==> config.mk <==
export PLATFORM = sky130hd
export DESIGN_NAME = dram_port_arbiter
export DESIGN_NICKNAME = d
export VERILOG_FILES = /design/src/rtl/dram_port_arbiter_pkg.sv /design/src/rtl/dram_port_arbiter_rr2.sv /design/src/rtl/dram_port_arbiter.sv
export SDC_FILE = /design/constraint.sdc
export NUM_CORES = 1
export LEC_CHECK = 0
export ABC_AREA = 1
export CAP_MARGIN = 20
export CORE_AREA = 2 2 544 546
export DETAILED_ROUTE_END_ITERATION = 10
export DIE_AREA = 0 0 546 548
export MAX_ROUTING_LAYER = met4
export PLACE_DENSITY = 0.38
export REMOVE_ABC_BUFFERS = 1
export SLEW_MARGIN = 0
export SYNTH_ARGS = -nofsm -noshare
export SYNTH_HDL_FRONTEND = slang
export SYNTH_SLANG_ARGS = --single-unit
==> constraint.sdc <==
create_clock -name clk_i -period 31.4 [get_ports clk_i]
set_input_delay 6.28 -clock clk_i [delete_from_list [all_inputs] [get_ports clk_i]]
set_output_delay 6.28 -clock clk_i [all_outputs]
set_load 0.005 [all_outputs]
==> src/rtl/dram_port_arbiter_pkg.sv <==
// Shared types and constants for the instruction/data DRAM port arbiter.
package dram_port_arbiter_pkg;

  typedef enum logic [2:0] {
    ST_IDLE,
    ST_INSTR_RD,
    ST_DATA_RD,
    ST_DATA_WR,
    ST_RESP
  } arb_state_t;

  localparam int unsigned ARB_RR         = 0;
  localparam int unsigned ARB_DATA_FIRST = 1;

  typedef enum logic [1:0] {
    GRANT_NONE  = 2'b00,
    GRANT_INSTR = 2'b01,
    GRANT_DATA  = 2'b10
  } grant_t;

endpackage

==> src/rtl/dram_port_arbiter_rr2.sv <==
// Two-input chooser: round-robin or fixed data priority on conflict,
// with a registered flag remembering which side was served last.
module arb_rr2
  import dram_port_arbiter_pkg::*;
#(
  parameter int unsigned ARB_MODE = ARB_RR
) (
  input  logic clk,
  input  logic rst,
  input  logic req_instr,
  input  logic req_data,
  input  logic update,
  input  logic update_data,
  output logic grant_instr,
  output logic grant_data
);

  logic last_data;

  // Remember the side served by the transaction just completed.
  always_ff @(posedge clk or posedge rst) begin
    if (rst) begin
      last_data <= 1'b0;
    end else if (update) begin
      last_data <= update_data;
    end
  end

  // Pick a winner; on conflict, data wins unless it was served last in round-robin mode.
  always_comb begin
    grant_instr = 1'b0;
    grant_data  = 1'b0;
    if (req_instr && req_data) begin
      if ((ARB_MODE == ARB_DATA_FIRST) || !last_data) begin
        grant_data = 1'b1;
      end else begin
        grant_instr = 1'b1;
      end
    end else begin
      grant_instr = req_instr;
      grant_data  = req_data;
    end
  end

endmodule

==> src/rtl/dram_port_arbiter.sv <==
// Shares one DRAM between the instruction-fetch port and the data port,
// one transaction at a time, returning results only to the granted side.
module dram_port_arbiter
  import dram_port_arbiter_pkg::*;
#(
  parameter int unsigned ADDR_WIDTH = 32,
  parameter int unsigned LINE_SIZE  = 256,
  parameter int unsigned ARB_MODE   = ARB_RR
) (
  input  logic                  clk_i,
  input  logic                  rst_i,
  input  logic                  instr_read_enable_i,
  input  logic [ADDR_WIDTH-1:0] instr_addr_i,
  output logic                  instr_read_valid_o,
  output logic [LINE_SIZE-1:0]  instr_read_data_o,
  input  logic                  data_read_enable_i,
  input  logic                  data_write_enable_i,
  input  logic [ADDR_WIDTH-1:0] data_addr_i,
  input  logic [LINE_SIZE-1:0]  data_write_data_i,
  output logic                  data_read_valid_o,
  output logic                  data_write_valid_o,
  output logic [LINE_SIZE-1:0]  data_read_data_o,
  output logic                  mem_read_enable_o,
  output logic                  mem_write_enable_o,
  output logic [ADDR_WIDTH-1:0] mem_addr_o,
  output logic [LINE_SIZE-1:0]  mem_write_data_o,
  input  logic                  mem_read_valid_i,
  input  logic                  mem_write_valid_i,
  input  logic [LINE_SIZE-1:0]  mem_read_data_i,
  output logic [1:0]            grant_o
);

  arb_state_t            state, state_next;
  logic [ADDR_WIDTH-1:0] addr_q;
  logic [LINE_SIZE-1:0]  wdata_q;
  logic [LINE_SIZE-1:0]  instr_rdata_q;
  logic [LINE_SIZE-1:0]  data_rdata_q;
  logic                  is_write_q;
  grant_t                grant_q;
  logic                  gnt_instr, gnt_data;

  arb_rr2 #(
    .ARB_MODE(ARB_MODE)
  ) u_arb (
    .clk         (clk_i),
    .rst         (rst_i),
    .req_instr   (instr_read_enable_i),
    .req_data    (data_read_enable_i | data_write_enable_i),
    .update      (state == ST_RESP),
    .update_data (grant_q == GRANT_DATA),
    .grant_instr (gnt_instr),
    .grant_data  (gnt_data)
  );

  // FSM state register.
  always_ff @(posedge clk_i or posedge rst_i) begin
    if (rst_i) begin
      state <= ST_IDLE;
    end else begin
      state <= state_next;
    end
  end

  // Next state and DRAM/requester outputs; valids only in RESP.
  always_comb begin
    state_next         = state;
    mem_read_enable_o  = 1'b0;
    mem_write_enable_o = 1'b0;
    instr_read_valid_o = 1'b0;
    data_read_valid_o  = 1'b0;
    data_write_valid_o = 1'b0;
    mem_addr_o         = addr_q;
    mem_write_data_o   = wdata_q;
    instr_read_data_o  = instr_rdata_q;
    data_read_data_o   = data_rdata_q;
    grant_o            = grant_q;
    case (state)
      ST_IDLE: begin
        if (gnt_data) begin
          state_next = data_write_enable_i ? ST_DATA_WR : ST_DATA_RD;
        end else if (gnt_instr) begin
          state_next = ST_INSTR_RD;
        end
      end
      ST_INSTR_RD, ST_DATA_RD: begin
        mem_read_enable_o = 1'b1;
        if (mem_read_valid_i) state_next = ST_RESP;
      end
      ST_DATA_WR: begin
        mem_write_enable_o = 1'b1;
        if (mem_write_valid_i) state_next = ST_RESP;
      end
      ST_RESP: begin
        instr_read_valid_o = (grant_q == GRANT_INSTR);
        data_read_valid_o  = (grant_q == GRANT_DATA) && !is_write_q;
        data_write_valid_o = (grant_q == GRANT_DATA) && is_write_q;
        state_next         = ST_IDLE;
      end
      default: state_next = ST_IDLE;
    endcase
  end

  // Latch the granted request and capture returned lines straight into the
  // per-port read-data registers, which then hold until the next read.
  always_ff @(posedge clk_i or posedge rst_i) begin
    if (rst_i) begin
      addr_q        <= '0;
      wdata_q       <= '0;
      is_write_q    <= 1'b0;
      grant_q       <= GRANT_NONE;
      instr_rdata_q <= '0;
      data_rdata_q  <= '0;
    end else begin
      case (state)
        ST_IDLE: begin
          if (gnt_data) begin
            addr_q     <= data_addr_i;
            wdata_q    <= data_write_data_i;
            is_write_q <= data_write_enable_i;
            grant_q    <= GRANT_DATA;
          end else if (gnt_instr) begin
            addr_q     <= instr_addr_i;
            is_write_q <= 1'b0;
            grant_q    <= GRANT_INSTR;
          end
        end
        ST_INSTR_RD: if (mem_read_valid_i) instr_rdata_q <= mem_read_data_i;
        ST_DATA_RD:  if (mem_read_valid_i) data_rdata_q <= mem_read_data_i;
        ST_RESP:     grant_q <= GRANT_NONE;
        default: ;
      endcase
    end
  end

endmodule

==> results of run 1 <==
-- worst max-delay path: cells and delay by family --
family | cells | cell delay, ns
compound gates | 1 | 0.19
buf+inv | 5 | 3.19
simple gates | 1 | 0.50
-- per-stage QoR --
| step | cell area [um^2] | utilization (%) |
|---|---|---|
| 2_1_floorplan | 30160 | - |
| 3_3_place_gp | 49280 | 16.82 |
| 3_5_place_dp | 49280 | 16.82 |
| 4_1_cts | 52830 | 18.03 |
| 5_1_grt | 53020 | 18.09 |
| 6_report | 53040 | 18.10 |
-- power by group --
group          switching (mW)  internal [mW]  total [mW]  leakage (nW)
combinational            1.19           1.10        2.29          11.7
clock                   0.520          0.733        1.25          1.75
sequential              0.306           1.52        1.83          10.1
-- cell families (layout without fill, tap and decap cells) --
kind of cell | Yosys count | count (layout)
AOI/OAI and AO/OA | 583 | 583
buffers and inverters | 513 | 1923
and+or+nand+nor | 1412 | 1412
other | 0 | 73
DFF | 807 | 807
-- registers in the layout, indices dropped and copies added (netlist names) --
| register | cells |
|---|---|
| data_read_data_o | 256 |
| grant_o | 2 |
| instr_read_data_o | 256 |
| is_write_q | 1 |
| mem_addr_o | 32 |
| mem_write_data_o | 256 |
| state | 3 |
| u_arb.last_data | 1 |
-- cells in the mapped netlist, drive strengths merged --
| cell | number |
|---|---|
| clkbuf | 54 |
| buf | 158 |
| inv | 301 |
| nor2 | 11 |
| a21oi | 1 |
| a31oi | 1 |
| o21ai | 580 |
| dfrtp | 807 |
| nand2 | 1138 |
| nor4 | 1 |
| nand3 | 261 |
| o22ai | 1 |
| nor3 | 1 |
-- cells in the final DEF (no fill, tap or decap), types with 2 or more instances in the layout --
| master | instances |
|---|---|
| clkbuf_1 | 19 |
| nand3_1 | 259 |
| o21ai_2 | 56 |
| o21ai_1 | 190 |
| o21ai_0 | 334 |
| inv_2 | 2 |
| inv_1 | 297 |
| clkdlybuf4s50_1 | 1389 |
| clkinv_8 | 3 |
| nand3_4 | 2 |
| nor2_1 | 7 |
| inv_6 | 2 |
| clkinv_4 | 4 |
| buf_4 | 33 |
| clkinvlp_4 | 6 |
| bufinv_16 | 5 |
| clkbuf_8 | 23 |
| clkbuf_16 | 109 |
| buf_12 | 2 |
| nand2_1 | 1136 |
| nor2_2 | 2 |
| dfrtp_1 | 807 |
| diode_2 | 73 |
| clkinv_2 | 26 |
-- routing by layer --
layer	wire length, um	global-route usage (%)
met5	0	-
met3	24540	7.211
met4	4501	2.912
met2	97800	22.45
met1	80190	14.83
-- final timing paths --
path,from,to,cells past startpoint
setup reg to reg,state[1],instr_read_data_o[76],7
hold / removal,mem_write_data_o[215],mem_write_data_o[215],2
hold reg to reg,mem_write_data_o[215],mem_write_data_o[215],2
max in group asynchronous,rst_i,data_read_data_o[192],7
setup / recovery,mem_read_valid_i,instr_read_data_o[76],7
min in group asynchronous,rst_i,mem_write_data_o[38],2
-- final cells by class --
| cell class | instances | area share [%] |
|---|---|---|
| Sequential cell | 807 | 38.07 |
| Timing Repair Buffer | 1425 | 26.81 |
| Inverter | 301 | 2.168 |
| Clock buffer | 151 | 5.874 |
| Multi-Input combinational cell | 1995 | 16.68 |
| Antenna cell | 73 | 0.3444 |
| Tap cell | 3919 | 9.245 |
| Clock inverter | 46 | 0.8115 |
==> results by group, run 1 <==
Run status
  – Status: completed

Logic synthesis
  – Synth Warn #: 0
  – Cell taking the most area after synthesis: dfrtp_1
  – Mux cell area share after synthesis: 0%
  – Post-synthesis cell count: approximately 3300
  – Cell area after synthesis: 0.03146 mm^2
  – Syn avg cell area: 9.489 um^2
  – Register area share after synthesis: 64.20%
  – Xor and xnor area share after synthesis: 0%
  – Post-Synth Simple-Gate Area: 18.11%
  – Largest family of logic cells by synthesized area: simple AND/OR/NAND/NOR gates
  – Share of the synthesized area in the top cell type: 64.20%
  – Distinct cells, synth: 28
  – Synth Area in Adders: 0%
  – Synth Area in Compound Gates: 9.964%
  – Flops & latches, synth: 807
  – Synth top area cells: dfrtp_1 (64%), nand2_1 (14%), o21ai_0 (5.3%)

Cells and area
  – Non-Filler Instances: 8717
  – Area grow syn2layout: 68.61%
  – Layout fillers: 32830
  – Register area: 0.02019 mm^2
  – Final net count: 5222
  – Layout cells sized above 1: 5.989%
  – Area of the multi-input gates: 0.008845 mm^2

Clock network
  – Clk Latency, worst-skew pair: 0.82 ns
  – Hold buffer count at CTS: 0
  – CTS tree: built
  – CTS clk-pin slew, worst paths: 0.06 ns
  – Clk buf depth: 4
  – Post-CTS Setup Bufs: 0
  – Root buffer cell: clkbuf_16
  – Num CTS Buffers: 109
  – CTS-repair resized insts: 0
  – CTS H-Tree Depth: 3
  – CTS Sinks: 807

Place
  – Post-DP HPWL: 168200 um
  – GPL Wtd Cong: between 0.8 and 0.9
  – Placed cells: 8446
  – Pre-CTS WS: 20.41 ns
  – Port Buffers: ~1400

Timing
  – RSZ-0062 raised after global routing: no
  – Final hold slack: 0.4688 ns
  – Final TNS setup: 0 ns
  – Least-Margin Pin Slew: 1.034 ns
  – Tcrit/Tclk final: 31.12%
  – Final setup fails: 0
  – Endpoints failing hold: 0
  – Final Max Slew Viols: 0
  – Final WS setup: 21.63 ns
  – Fin crit period: 9.772 ns
  – Clk_skew: 0.06299 ns
  – Slew margin rel.: 31.08%
  – Max Fclk: 102.3 MHz

Global routing
  – Total grt overflow: 0
  – Global Route Usage Sum: 13.78%
  – Largest net degree at the start of global routing: 140
  – Vias in the first global route: 29620
  – Global-route wire length before repair: between 200000 and 300000 um
  – Initial antenna violation count: 118

Floorplan
  – I/O pin cnt: 1390
  – Die Wd: 546 um
  – CORE AREA: approximately 0.29 mm^2
  – Overall die height: 548 um
  – Initial Utilization: a little over a tenth
  – Full die area: 0.2992 mm^2
  – Site Rows: 199

Worst setup path
  – Crit Path Category: input port to flip-flop
  – Slowest CP cell: buf_4
  – Crit path DAT: 10.40 ns
  – CP Data Required Time: 32.03 ns
  – CP max FO: 77
  – Most numerous cell on the critical path: buf_4
  – Critical Path Max Stage Delay: 0.78 ns
  – CP cell instances: clkdlybuf4s50_1 > nand3_4 > buf_4 > buf_4 > buf_4 > buf_4 > o21ai_0
  – Reg-to-reg slack, setup: approximately 27 ns
  – CP startpoint kind: input port
  – Crit end category: flip-flop

Power
  – Static Leak: 23.59 nW
  – Pwr/cell area: 101.2 mW/mm^2
  – Worst vdd ir: 51.93 uV
  – Final total power: 5.369 mW

Detailed routing
  – Routed vias: 28550
  – Drt wl/cell: 23.75 um
  – Post-route ant nets: 0
  – DR iter-0 viols: 1755
  – Drt drc: 0
  – DRT Pass-1 Iters: 7
  – Vias per cell: roughly 3.3
  – Total Wirelength: 207000 um

Worst hold path
  – Worst Hold Class: flip-flop to flip-flop

Flow run
  – Max cap viols: 0
Power figures use the tool's default switching activity.
==> run 2: changes to the inputs <==
==> constraint.sdc (replaced) <==
create_clock -name clk_i -period 9.3 [get_ports clk_i]
set_input_delay 1.86 -clock clk_i [delete_from_list [all_inputs] [get_ports clk_i]]
set_output_delay 1.86 -clock clk_i [all_outputs]
set_load 0.005 [all_outputs]
==> run 2 against run 1 <==
  * Global-route usage rose by 0.21 points
  * Wire length grew 1.6%
  * Critical path type is now flip-flop to primary output
  * Sequential power rose to 3.3 times the previous value
  * Power grew to 3.4 times the previous value
  * Sequential share of layout area shrank 0.14 points
  * Final area rose by 0.38%
==> results by group, run 2 (synthesis gave the netlist of run 1 again) <==
Flow run
  – Max cap viols: 0

Clock network
  – Hold buffer count at CTS: 0
  – Root buffer cell: clkbuf_16
  – Num CTS Buffers: 112
  – CTS-repair resized insts: 0
  – Post-CTS Setup Bufs: 0
  – Clk buf depth: 4
  – CTS tree: built
  – CTS H-Tree Depth: 3
  – CTS clk-pin slew, worst paths: 0.05 ns
  – CTS Sinks: 807
  – Clk Latency, worst-skew pair: 0.81 ns

Detailed routing
  – Vias per cell: 3.332
  – DRT Pass-1 Iters: 5
  – Drt wl/cell: 24.13 um
  – Post-route ant nets: 0
  – DR iter-0 viols: 2011
  – Drt drc: 0
  – Routed vias: 29040
  – Total Wirelength: 210200 um

Worst setup path
  – CP Data Required Time: 7.44 ns
  – CP startpoint kind: flip-flop
  – Crit path DAT: 2.75 ns
  – Crit end category: primary output
  – CP max FO: 5
  – Crit Path Category: flip-flop to primary output
  – R2R depth: 9

Floorplan
  – Site Rows: between 150 and 200
  – Overall die height: about 550 um
  – I/O pin cnt: 1390
  – Die Wd: ~550 um
  – Initial Utilization: 10.73%
  – CORE AREA: 0.2931 mm^2
  – Full die area: 0.2992 mm^2

Global routing
  – Vias in the first global route: 29900
  – Initial antenna violation count: 124
  – Largest net degree at the start of global routing: 219
  – Global-route wire length before repair: 279200 um
  – Global Route Usage Sum: 13.99%
  – Total grt overflow: 0

Timing
  – Final TNS setup: 0 ns
  – Final WS setup: 4.690 ns
  – Endpoints failing hold: 0
  – Least-Margin Pin Slew: around 1.2 ns
  – Final setup fails: 0
  – Final Max Slew Viols: 0
  – RSZ-0062 raised after global routing: no
  – Tcrit/Tclk final: 49.57%
  – Final hold slack: about 0.47 ns
  – Fin crit period: 4.610 ns
  – Clk_skew: 0.03198 ns
  – Slew margin rel.: between 10% and 20%
  – Max Fclk: 216.9 MHz

Worst hold path
  – Hold Path Stages: 2
  – Worst Hold Class: flip-flop to flip-flop

Power
  – Final total power: 18.32 mW
  – Worst vdd ir: 183.7 uV
  – Pwr/cell area: around 340 mW/mm^2
  – Static Leak: 23.68 nW

Place
  – Pre-CTS WS: 3.933 ns
  – GPL Wtd Cong: 0.8884
  – Post-DP HPWL: 169000 um
  – Port Buffers: 1389

Cells and area
  – Final net count: 5224
  – Commonest non-fill, non-tap cell in the layout: clkdlybuf4s50_1
  – Fin util: between 10% and 20%
  – Layout cells sized above 1: 5.905%
  – Highest-count cells in the layout ignoring fill and taps: clkdlybuf4s50_1 (1389), nand2_1 (1136), dfrtp_1 (807)
  – Area grow syn2layout: 69.25%

Run status
  – Status: completed
==> run 2: path summary, 6_finish.rpt <==
| check | startpoint | endpoint | slack (ns) |
|---|---|---|---|
| max | state[1] | data_write_valid_o | 4.69 |
| min | mem_write_data_o[185] | mem_write_data_o[185] | 0.47 |
| max reg2reg | u_arb.last_data | mem_addr_o[12] | 5.67 |
| min reg2reg | mem_write_data_o[185] | mem_write_data_o[185] | 0.47 |
| max in group asynchronous | rst_i | data_read_data_o[83] | 5.77 |
| min in group asynchronous | rst_i | mem_write_data_o[57] | 1.62 |
==> run 2: per-stage QoR <==
step | instance area [um^2] | instances
CTS | 53070 | 8644
detailed placement | 49370 | 8446
global route | 53220 | 8707
global placement | 49370 | 8446
finish | 53240 | 8714
floorplan | 30160 | 3103
==> run 2: power by group <==
part	total [mW]	switching, mW	internal (mW)	leakage [nW]
clock	4.37	1.77	2.60	1.82
combinational	7.81	4.07	3.74	11.7
sequential	6.13	0.999	5.14	10.1
total	18.3	6.84	11.5	23.7
==> run 2: metal layers <==
layer	GRT usage (%)	share of wire (%)
met4	2.596	2.3
met3	6.670	11
met2	22.89	47
met5	-	0
met1	15.51	39
==> run 2: cell type report <==
type | instances | area, um^2
Tap cell | 3919 | 4903
Timing Repair Buffer | 1424 | 14280
Fill cell | 32730 | 239800
Multi-Input combinational cell | 1995 | 8845
Clock buffer | 163 | 3286
Clock inverter | 35 | 409.1
Inverter | 301 | 1150
Antenna cell | 70 | 175.2
Sequential cell | 807 | 20190
==> run 2: critical path: stages (launching register included) <==
cell and delay, ns:
dfrtp_1 0.45, inv_2 0.14, nand2_1 0.19, nor2_1 0.14
nand3_1 0.13, nor2_1 0.11, clkdlybuf4s50_1 0.76
==> run 3: changes to the inputs <==
==> constraint.sdc (replaced) <==
create_clock -name clk_i -period 4.5 [get_ports clk_i]
set_input_delay 0.9 -clock clk_i [delete_from_list [all_inputs] [get_ports clk_i]]
set_output_delay 0.9 -clock clk_i [all_outputs]
set_load 0.005 [all_outputs]
==> run 3 against run 2 <==
  * Clock power grew 100%
  * Clock-buffer cell count shrank 9
  * Critical path depth is the same
  * Power grew 110%
  * First-iteration DRC count shrank 7.1%
  * Final area grew 0.72%
  * Sequential power grew 110%
  * Highest routed layer unchanged
==> results by group, run 3 (synthesis gave the netlist of run 1 again) <==
Run status
  – Status: completed

Worst hold path
  – Hold path startpoint: mem_write_data_o[163]
  – Hold Path Stages: 2
  – Worst Hold Class: flip-flop to flip-flop
  – Hold Crit Endpoint: mem_write_data_o[163]

Clock network
  – Post-CTS Setup Bufs: 0
  – CTS H-Tree Depth: 3
  – CTS Sinks: a little over 800
  – CTS tree: built
  – CTS clk-pin slew, worst paths: 0.05 ns
  – Clk buf depth: 4
  – Clk Latency, worst-skew pair: 0.83 ns
  – Num CTS Buffers: about 110
  – Hold buffer count at CTS: 0
  – Root buffer cell: clkbuf_16
  – CTS-repair resized insts: 0

Floorplan
  – Die Wd: about 550 um
  – Overall die height: 548 um
  – CORE AREA: 0.2931 mm^2
  – Initial Utilization: 10.73%
  – I/O pin cnt: between 1000 and 1500
  – Site Rows: 199
  – Full die area: approximately 0.3 mm^2

Worst setup path
  – Crit Path Category: flip-flop to primary output
  – Crit path DAT: 2.82 ns
  – CP max FO: 5
  – CP Data Required Time: 3.60 ns
  – R2R depth: 6
  – Crit end category: primary output
  – Reg-to-reg slack, setup: 1.69 ns
  – Reg2reg start: state[2]
  – Worst Setup SP: state[1]
  – RR Endpoint: mem_write_data_o[190]
  – CP startpoint kind: flip-flop

Cells and area
  – Layout cells sized above 1: 6.759%
  – Highest-count cells in the layout ignoring fill and taps: clkdlybuf4s50_1 (1389), nand2_1 (1136), dfrtp_1 (807)
  – Design Area, Final: 0.05362 mm^2
  – Final net count: 5269
  – Commonest non-fill, non-tap cell in the layout: clkdlybuf4s50_1
  – Layout fillers: 32660
  – Area grow syn2layout: 70.47%

Detailed routing
  – Drt wl/cell: 23.67 um
  – DR iter-0 viols: ~1900
  – Total Wirelength: 207500 um
  – Vias per cell: 3.273
  – Routed vias: roughly 29000
  – Post-route ant nets: 0
  – Drt drc: 0
  – DRT Pass-1 Iters: 8

Global routing
  – Vias in the first global route: ~30000
  – Global Route Usage Sum: 13.82%
  – Initial antenna violation count: ~120
  – Total grt overflow: 0
  – Global-route wire length before repair: 275400 um
  – Largest net degree at the start of global routing: 137

Flow run
  – Max cap viols: 0

Timing
  – Fin crit period: 3.719 ns
  – Final Max Slew Viols: 0
  – RSZ-0062 raised after global routing: no
  – Least-Margin Pin Slew: 1.098 ns
  – Final TNS setup: 0 ns
  – Final setup fails: 0
  – Max Fclk: between 200 and 300 MHz
  – Endpoints failing hold: 0
  – Clk_skew: 0.04903 ns
  – Slew margin rel.: 26.81%
  – Tcrit/Tclk final: 82.64%

Place
  – Dpl cell area: roughly 0.05 mm^2
  – Post-DP HPWL: 170400 um
  – Port Buffers: 1389
  – GPL Wtd Cong: about 0.90

Power
  – Static Leak: about 24 nW
  – Worst vdd ir: 359.0 uV
  – Pwr/cell area: around 700 mW/mm^2
==> run 3: cell types whose count changed in the layout (fill, tap and decap cells not counted), sizes merged <==
cell and delta:
buf +49, bufinv +1, clkbuf -9, clkinv -4
clkinvlp -1, diode +13, inv +3
==> run 3: report_power, final <==
part / leakage (nW) / switching [mW] / internal, mW / total (mW)
registers: 10.1 / 2.12 / 10.6 / 12.7
logic: 12.0 / 8.25 / 7.84 / 16.1
clock network: 1.77 / 3.64 / 5.25 / 8.89
==> run 3: per-layer routing <==
metal | wire [um] | vias up | track usage, %
li1 | - | 13360 | -
met3 | 25400 | 192 | 8.103
met4 | 4094 | 0 | 2.582
met1 | 79760 | 13890 | 14.36
met2 | 98270 | 1258 | 22.63
met5 | 0 | - | -
==> run 3: stage by stage <==
step | hold WS, ns | total power [mW] | setup slack [ns] | cells | util [%]
4_1_cts | 0.4707 | 38.76 | 0.4746 | 8683 | 18.23
2_1_floorplan | 0.4654 | 17.48 | -19.06 | 3103 | -
6_report | 0.4697 | 37.70 | 0.7812 | 8766 | 18.30
5_1_grt | 0.4826 | 40.27 | 0.5080 | 8761 | 18.29
3_3_place_gp | 0.4537 | 29.40 | 1.156 | 8495 | 17.01
3_5_place_dp | 0.4571 | 29.43 | 1.172 | 8495 | 17.01
==> run 3: worst max-delay path, cell delays in order (launching register included) <==
cell and delay (ns):
dfrtp_1 0.46, inv_2 0.14, nand2_1 0.15, nor2_1 0.12, nand3_1 0.22, nor2_1 0.15, clkdlybuf4s50_1 0.76
==> run 3: final cells by class <==
class / instances / area, um^2 / share of cell area [%]
diodes: 83 / 207.7 / 0.3873
repair buffers: 1473 / 14750 / 27.50
well taps: 3919 / 4903 / 9.144
inverters: 301 / 1150 / 2.144
multi-input cells: 1995 / 8845 / 16.49
flip-flops and latches: 807 / 20190 / 37.66
clock buffers: 154 / 3146 / 5.866
clock inverters: 34 / 430.4 / 0.8027
==> run 3: worst max-delay path by stage <==
stage                                  to
global placement    instr_read_data_o[67]
CTS                    data_write_valid_o
global route           data_write_valid_o
detailed placement  instr_read_data_o[67]
finish                  data_read_valid_o
floorplan             data_read_data_o[0]
